`config.mk`:
```
export PLATFORM = sky130hd
export DESIGN_NAME = servstolic_qmon_flat
export DESIGN_NICKNAME = d
export VERILOG_FILES = /design/src/rtl/servstolic_qmon_if.sv /design/src/rtl/servstolic_qmon.sv /design/src/flat_wrapper.sv
export SDC_FILE = /design/constraint.sdc
export NUM_CORES = 1
export LEC_CHECK = 0
export BUFFER_PORTS_ARGS = -buffer_cell sky130_fd_sc_hd__buf_4
export CAP_MARGIN = 40
export CORE_UTILIZATION = 60
export DETAILED_ROUTE_END_ITERATION = 16
export GPL_ROUTABILITY_DRIVEN = 1
export GPL_TIMING_DRIVEN = 0
export PLACE_DENSITY = 0.77
export SYNTH_ARGS = -nofsm -noshare
export SYNTH_HDL_FRONTEND = slang
export SYNTH_SLANG_ARGS = --single-unit
export TNS_END_PERCENT = 10
```
`constraint.sdc`:
```
create_clock -name wb_clk -period 2.1 [get_ports wb_clk]
set_input_delay 0.21 -clock wb_clk [delete_from_list [all_inputs] [get_ports wb_clk]]
set_output_delay 0.21 -clock wb_clk [all_outputs]
set_load 0.01 [all_outputs]
```
`src/rtl/servstolic_qmon_if.sv`:
```
// Record stream from the q-line monitor toward the host-side reader.
interface servstolic_qmon_if #(
    parameter int IDXW = 4,
    parameter int CNTW = 16
);
    logic            o_valid;
    logic            o_ready;
    logic [IDXW-1:0] o_idx;
    logic [CNTW-1:0] o_count;
    logic            o_level;
    logic            o_last;

    modport master (
        output o_valid, o_idx, o_count, o_level, o_last,
        input  o_ready
    );

    modport slave (
        input  o_valid, o_idx, o_count, o_level, o_last,
        output o_ready
    );
endinterface

```
`src/rtl/servstolic_qmon.sv`:
```
// Per-core q edge counters with snapshot-and-stream readout over a valid/ready interface.
// Optional SERVSTOLIC_QMON_FALL_EN: count both edges instead of rising edges only.
module servstolic_qmon #(
    parameter int nrow = 4,
    parameter int ncol = 4,
    parameter int cntw = 16
) (
    input  logic                   wb_clk,
    input  logic                   wb_rst_n,
    input  logic [nrow*ncol-1:0]   q,
    input  logic                   snap_req,
    output logic                   busy,
    servstolic_qmon_if.master      m
);
    localparam int N    = nrow * ncol;
    localparam int IDXW = (N > 1) ? $clog2(N) : 1;
    localparam logic [cntw-1:0] CNT_MAX  = '1;
    localparam logic [IDXW-1:0] IDX_LAST = IDXW'(N - 1);

    typedef enum logic {IDLE, SEND} state_t;

    state_t                     state_q, state_d;
    logic [IDXW-1:0]            idx_q, idx_d;
    logic                       snap_take;
    logic [N-1:0]               q_d;
    logic [N-1:0]               edge_det;
    logic [N-1:0][cntw-1:0]     snap_cnt_all;
    logic [N-1:0]               snap_lvl_all;

    // Reset also loads the current level so leaving reset never looks like an edge.
    always_ff @(posedge wb_clk) begin
        q_d <= q;
    end

`ifdef SERVSTOLIC_QMON_FALL_EN
    assign edge_det = q ^ q_d;
`else
    assign edge_det = q & ~q_d;
`endif

    generate
        for (genvar gi = 0; gi < N; gi++) begin : g_core
            logic [cntw-1:0] cnt_q;
            logic [cntw-1:0] cnt_d;
            logic [cntw-1:0] snap_q;
            logic            lvl_q;

            assign cnt_d = (edge_det[gi] && (cnt_q != CNT_MAX)) ? cnt_q + 1'b1 : cnt_q;

            // The snapshot takes the post-edge value so an edge coinciding with the request is kept.
            always_ff @(posedge wb_clk) begin
                if (!wb_rst_n) begin
                    cnt_q  <= '0;
                    snap_q <= '0;
                    lvl_q  <= 1'b0;
                end else if (snap_take) begin
                    cnt_q  <= '0;
                    snap_q <= cnt_d;
                    lvl_q  <= q[gi];
                end else begin
                    cnt_q  <= cnt_d;
                end
            end

            assign snap_cnt_all[gi] = snap_q;
            assign snap_lvl_all[gi] = lvl_q;
        end
    endgenerate

    always_comb begin
        state_d   = state_q;
        idx_d     = idx_q;
        snap_take = 1'b0;
        case (state_q)
            IDLE: begin
                if (snap_req) begin
                    snap_take = 1'b1;
                    idx_d     = '0;
                    state_d   = SEND;
                end
            end
            SEND: begin
                if (m.o_ready) begin
                    if (idx_q == IDX_LAST) begin
                        state_d = IDLE;
                    end else begin
                        idx_d = idx_q + 1'b1;
                    end
                end
            end
            default: state_d = IDLE;
        endcase
    end

    always_ff @(posedge wb_clk) begin
        if (!wb_rst_n) begin
            state_q <= IDLE;
            idx_q   <= '0;
        end else begin
            state_q <= state_d;
            idx_q   <= idx_d;
        end
    end

    // Record fields are forced to zero outside SEND so the idle bus is quiet.
    assign busy      = (state_q == SEND);
    assign m.o_valid = busy;
    assign m.o_idx   = busy ? idx_q : '0;
    assign m.o_count = busy ? snap_cnt_all[idx_q] : '0;
    assign m.o_level = busy ? snap_lvl_all[idx_q] : 1'b0;
    assign m.o_last  = busy && (idx_q == IDX_LAST);
endmodule
```
`src/flat_wrapper.sv`:
```
// flat-port wrapper written by rule: the top's interface ports become plain ports
module servstolic_qmon_flat 
#(
    parameter int nrow = 4,
    parameter int ncol = 4,
    parameter int cntw = 16
)
  (wb_clk, wb_rst_n, q, snap_req, busy, m_o_valid, m_o_idx, m_o_count, m_o_level, m_o_last, m_o_ready);
  servstolic_qmon_if m_i ();
  input  logic wb_clk;
  input  logic wb_rst_n;
  input  logic [nrow*ncol-1:0] q;
  input  logic snap_req;
  output logic busy;
  output wire logic [$bits(m_i.o_valid)-1:0] m_o_valid;
  output wire logic [$bits(m_i.o_idx)-1:0] m_o_idx;
  output wire logic [$bits(m_i.o_count)-1:0] m_o_count;
  output wire logic [$bits(m_i.o_level)-1:0] m_o_level;
  output wire logic [$bits(m_i.o_last)-1:0] m_o_last;
  input wire logic [$bits(m_i.o_ready)-1:0] m_o_ready;
  assign m_o_valid = m_i.o_valid;
  assign m_o_idx = m_i.o_idx;
  assign m_o_count = m_i.o_count;
  assign m_o_level = m_i.o_level;
  assign m_o_last = m_i.o_last;
  assign m_i.o_ready = m_o_ready;
  servstolic_qmon #(.nrow(nrow), .ncol(ncol), .cntw(cntw)) u_core (.wb_clk(wb_clk), .wb_rst_n(wb_rst_n), .q(q), .snap_req(snap_req), .busy(busy), .m(m_i));
endmodule
```
# Word level (Yosys, flattened, before mapping)

Cells that the tools add are included.
W data, S select, Z words.

$add $sub $neg: 17
Multiply operators: 0
Div/mod/pow operators: 0
Magnitude comparators: 1
Equality and inequality tests: 20
Shifts and indexed selects: 0
Multiplexer cells: 32
Bitwise gates (word level): 4
Reduce and logical (&&, ||, !) cells: 19

Operators with widths:

| kind                    | number |
|---|---|
| $mux W16                | 18 |
| $add A16 B1 Y16 const B | 16 |
| $ne A16 B16 Y1 const B  | 16 |
| $bmux W16 S4            | 1 |
| $logic_and A1 B1 Y1     | 17 |
| $and A16 B16 Y16        | 1 |
| $mux W4                 | 4 |
| $not A16 Y16            | 1 |
| $pmux W4 S2             | 1 |
| $mux W1                 | 6 |
| $ne A2 B2 Y1 const B    | 3 |
| $lt A4 B5 Y1 const B    | 1 |
| $add A4 B1 Y4 const B   | 1 |
| $bmux W1 S4             | 1 |
| $eq A4 B4 Y1 const B    | 1 |
| $reduce_and A3 Y1       | 1 |
| $not A1 Y1              | 2 |
| $pmux W1 S2             | 1 |
| $reduce_or A2 Y1        | 1 |

Flip-flop bits (word level): 549
Latch bits: 0
RAM bits: 0
ROM bits: 0
Memories kept: 0

# Depth between registers and ports, before layout

Depth in word-level cells: 4
Gate-level depth with buffers: 8
Depth with buffers taken out: 6

# Least setup slack after synthesis

OpenSTA, ideal clock, no wires.

Path kind: register to output
Start: reg u_core.idx_q[0]
End: out m_o_level
Data arrival time: 1,780 ps
Slack: 110 ps
Stages on the path, launching flop included: 7
Buffers on the path: 2
Path through: dfxtp_1 > buf_2 > buf_2 > mux4_2 > mux2i_1 > nand2_1 > o211a_1

Word-level cells in the longest chain between the ends: 3

Ends and longest elaborated chain:

| element                       | line                   | source |
|---|---|---|
| start: declaration            | servstolic_qmon.sv:23  | `logic [IDXW-1:0] idx_q, idx_d;` |
| start signal: assignment      | servstolic_qmon.sv:101 | `idx_q <= idx_d;` |
| $bmux W1 S4                   | servstolic_qmon.sv:110 | `assign m.o_level = busy ? snap_lvl_all[idx_q] : 1'b0;` |
| $mux W1 (implied by the code) | servstolic_qmon.sv:110 |  |
| $mux W1                       | servstolic_qmon.sv:110 |  |
| end: declaration              | flat_wrapper.sv:18     | `output wire logic [$bits(m_i.o_level)-1:0] m_o_level;` |

No other way between the ends. The select of a mux whose other input is x is not followed.

# Worst setup path after layout

Start: reg u_core.idx_q[0]
End: out m_o_count[15]

Word-level cells in the longest chain between the ends: 3

Ends and longest elaborated chain:

| element                        | line                   | source |
|---|---|---|
| $bmux W16 S4                   | servstolic_qmon.sv:109 | `assign m.o_count = busy ? snap_cnt_all[idx_q] : '0;` |
| $mux W16 (implied by the code) | servstolic_qmon.sv:109 |  |
| $mux W16                       | servstolic_qmon.sv:109 |  |
| end: declaration               | flat_wrapper.sv:17     | `output wire logic [$bits(m_i.o_count)-1:0] m_o_count;` |

No other way between the ends. The select of a mux whose other input is x is not followed.

==> results.cfg <==
[run_status]
status = complete, but fails checks
failed_checks = setup timing

[yosys]
yosys-mux-area-fraction = 0.08738
post-synth-top-count-cell = sky130_fd_sc_hd__dfxtp_1
syn_avg_cell_area_sq_um = 9.025
seq_area_frac_synth = 0.4613
post-synth-top-area-fraction = 0.4613
ys_top_cells_by_count = sky130_fd_sc_hd__dfxtp_1, sky130_fd_sc_hd__nor2_1, sky130_fd_sc_hd__o21ai_0
synth.lib_cells_used.distinct = 67
synth_simple_gate_area_frac = 0.2076
synth_xor_xnor_area_share = 0.06874
netlist.top_cell.by_area = sky130_fd_sc_hd__dfxtp_1
post_synthesis_compound_gate_area_fraction = 0.1374
synth_top_flop_cell = sky130_fd_sc_hd__dfxtp_1
synthesis.instances = 2640
number_of_enable_flip_flop_cells_after_synthesis = 0
synth_warnings = 0
syn-num-nets = 2677
combinational_family_with_the_most_area_after_synthesis = simple AND/OR/NAND/NOR gates
ys_seq_elements = 549
synth_fa_ha_area_frac = 0.008927
post_synthesis_instance_area_sq_mm = 0.02383
synthArstFlopShare = 0
post_synth_main_area_contributors = sky130_fd_sc_hd__dfxtp_1, sky130_fd_sc_hd__o21ai_0, sky130_fd_sc_hd__xnor2_1, sky130_fd_sc_hd__mux4_2, sky130_fd_sc_hd__nor2_1

[placed_design]
numPortBuffers = 42
final_weighted_congestion_in_routability_driven_placement = 1.043
place.detailed.instances = 3206
dpl.hpwl_mm = 54.28

[grt]
grt_max_degree = 16
vias_in_the_first_global_route = 20250
initial_antenna_violation_count = 2
grt_overflow_total = 0
track_usage = 0.3601
grt_pass1_wl_mm = 113.3

[route]
wire_per_inst_um = 22.46
viasPerCell = 6.376
drc = 0
routed-via-count = 21250
drtPass1Iterations = 6
count_of_antenna_violating_nets_left_after_detailed_routing = 0
wl_final_mm = 74.86
drt_first_iter_violations = 2274

[cells_and_area]
layout-area-overhead-vs-synth_pct = 16.96
post_layout_nonfiller_instances = 3333
finish.net_count = 2807
drive_above_1_share = 0.1311
end_of_flow_core_utilization = 0.7161

[worst_hold_path]
min_from = wb_rst_n
timing.hold.worst_endpoint = u_core.g_core[0].snap_q[7]$_SDFFE_PN0P_
worst_hold_path.num_cells = 4
hold_path.class = in2reg

[floorplanning]
io-pin-count = 44
dieWidth_um = 201.3
design.die.area_sq_mm = 0.04051
chipHeight_um = 201.3
placeableCoreArea_sq_mm = 0.03892
num_rows = 72
start_util = 0.6122

[setup_path]
critPathKind = reg2out
critPathCaptureType = output pin
r2r_slack_ns = 0
crit_path_start_kind = flip-flop
critPathRequiredTime_ns = 1.89
launch_instance_of_the_worst_register_to_register_path = u_core.g_core[5].cnt_q[0]$_SDFF_PP0_
ff2ff_path_depth = 6
worstPathMaxFanout = 10
critPathArrivalTime_ns = 2.53
critical_path.reg2reg.endpoint = u_core.g_core[5].snap_q[10]$_SDFFE_PN0P_

[sta]
finalSetupViolCount = 18
grt_setup_unrepaired = true
layout_setup_ws_ns = -0.6428
finalCritPeriodShare = 1.306
tightest_slew_ns = 0.9423
finalClockSkew_ns = 0.01654
timing.final.max_slew_violations = 0
relative_slew_margins = 0.3718
max_freq_mhz = 364.6
layout_min_cycle_time_ns = 2.743
hold_ws_ns = 0.2798
hold_viol_final = 0

[cts]
clk_buf_depth = 3
tritoncts = done
clock-root-buffer = sky130_fd_sc_hd__clkbuf_16
number_of_h_tree_branching_levels = 2
clkLatencyLatePin_ns = 0.61
cts-buffers-inserted = 55
clkSlewWorstSetupHoldPaths_ns = 0.06
cts.sink_count = 549

[pwr]
p_leak_nw = 9.615
powerDensity_mw_per_mm2 = 820.0
peakVddDrop_v = 0.0006904

[run]
cap_violations = 0
==> state kept, by name, indices dropped and copies added (netlist names) <==
register,cells
u_core.g_core.cnt_q,256
u_core.g_core.lvl_q,16
u_core.idx_q,4
u_core.q_d,16
u_core.g_core.snap_q,256
u_core.busy,1
==> layout by cell type (no fill, tap or decap), types with 18 or more instances in the layout <==
cell and count:
sky130_fd_sc_hd__and4_1 31, sky130_fd_sc_hd__buf_4 37, sky130_fd_sc_hd__dlygate4sd3_1 18, sky130_fd_sc_hd__a21boi_0 24
sky130_fd_sc_hd__nand3_1 90, sky130_fd_sc_hd__inv_1 25, sky130_fd_sc_hd__o21ai_0 279, sky130_fd_sc_hd__and3_1 30
sky130_fd_sc_hd__nand2_1 239, sky130_fd_sc_hd__clkbuf_16 61, sky130_fd_sc_hd__nand4_1 74, sky130_fd_sc_hd__xnor2_1 139
sky130_fd_sc_hd__mux2i_1 44, sky130_fd_sc_hd__and2_1 20, sky130_fd_sc_hd__nor3_1 60, sky130_fd_sc_hd__xor2_1 41
sky130_fd_sc_hd__a21oi_1 170, sky130_fd_sc_hd__nor4_1 27, sky130_fd_sc_hd__mux4_2 56, sky130_fd_sc_hd__dfxtp_1 545
sky130_fd_sc_hd__nor2_1 301, sky130_fd_sc_hd__clkbuf_2 34, sky130_fd_sc_hd__clkbuf_1 92
==> cell type report <==
type | instances | area (sq um)
antenna | 1 | 2.502
buffer | 151 | 859.6
clock buffer | 75 | 1614
clock inverter | 26 | 332.8
fill | 2939 | 11050
inverter | 25 | 93.84
multi-input combinational | 1915 | 12600
sequential | 549 | 11000
tap | 518 | 648.1
timing repair buffer | 73 | 716.9
==> routing by layer <==
| layer | vias to the layer above | GRT usage | share of wire |
|---|---|---|---|
| li1 | 9693 | - | - |
| met1 | 10210 | 0.4468 | 0.39 |
| met2 | 1092 | 0.5970 | 0.46 |
| met3 | 251 | 0.06576 | 0.092 |
| met4 | 0 | 0.1913 | 0.056 |
| met5 | - | 0 | 0 |
==> kinds of logic after synthesis <==
logic type	after synthesis
flops	549
mux	135
buf+inv	176
simple gates	995
fa+ha+maj	17
compound gates	581
xor+xnor	187
==> where the power goes <==
part / internal (mW) / total, mW / switching, mW / leakage, nW
logic: 0.524 / 1.47 / 0.946 / 4.21
registers: 10.7 / 10.9 / 0.205 / 4.46
clock network: 6.24 / 10.5 / 4.25 / 0.945
==> worst max path at each step <==
| stage | start | slack [ns] | end | depth (start not counted) |
|---|---|---|---|---|
| 6_report | u_core.idx_q[0]$_SDFFE_PN0P_ | -0.64 | m_o_count[15] | 6 |
| 3_3_place_gp | u_core.busy$_SDFF_PN0_ | -0.69 | u_core.g_core[14].snap_q[13]$_SDFFE_PN0P_ | 8 |
| 4_1_cts | u_core.idx_q[0]$_SDFFE_PN0P_ | -0.57 | m_o_level | 7 |
| 5_1_grt | u_core.idx_q[0]$_SDFFE_PN0P_ | -0.63 | m_o_count[11] | 7 |
| 3_5_place_dp | u_core.idx_q[0]$_SDFFE_PN0P_ | -0.62 | m_o_count[1] | 8 |
| 2_1_floorplan | u_core.idx_q[0]$_SDFFE_PN0P_ | 0.11 | m_o_level | 6 |
==> stage by stage <==
stage	power [mW]	setup slack (ns)	setup TNS, ns	cell area, sq um
after global routing	23.42	-0.6332	-11.84	27870
after detailed placement	12.38	-0.6188	-107.01	24870
after floorplan	11.80	0.1102	0	23830
after CTS	22.81	-0.5689	-9.204	27500
after global placement	12.33	-0.6876	-127.28	24790
final	22.85	-0.6428	-10.38	27870
==> critical path, cell delays in order (launching register included) <==
cell	delay [ns]
sky130_fd_sc_hd__dfxtp_4	0.43
sky130_fd_sc_hd__clkbuf_8	0.25
sky130_fd_sc_hd__mux2_2	0.35
sky130_fd_sc_hd__a21oi_1	0.21
sky130_fd_sc_hd__o21ai_0	0.15
sky130_fd_sc_hd__a32o_1	0.35
sky130_fd_sc_hd__buf_4	0.17
==> repair_timing <==
action | CTS | global route
hold buffers | 18 | 0
hold endpoints to repair | 33 | 0
buffers inserted | 0 | 4
setup endpoints to repair | 398 | 309
resized for setup | 155 | 73
cloned | 0 | 3
pin swaps | 2 | 7
(Power assumes the default switching activity.)
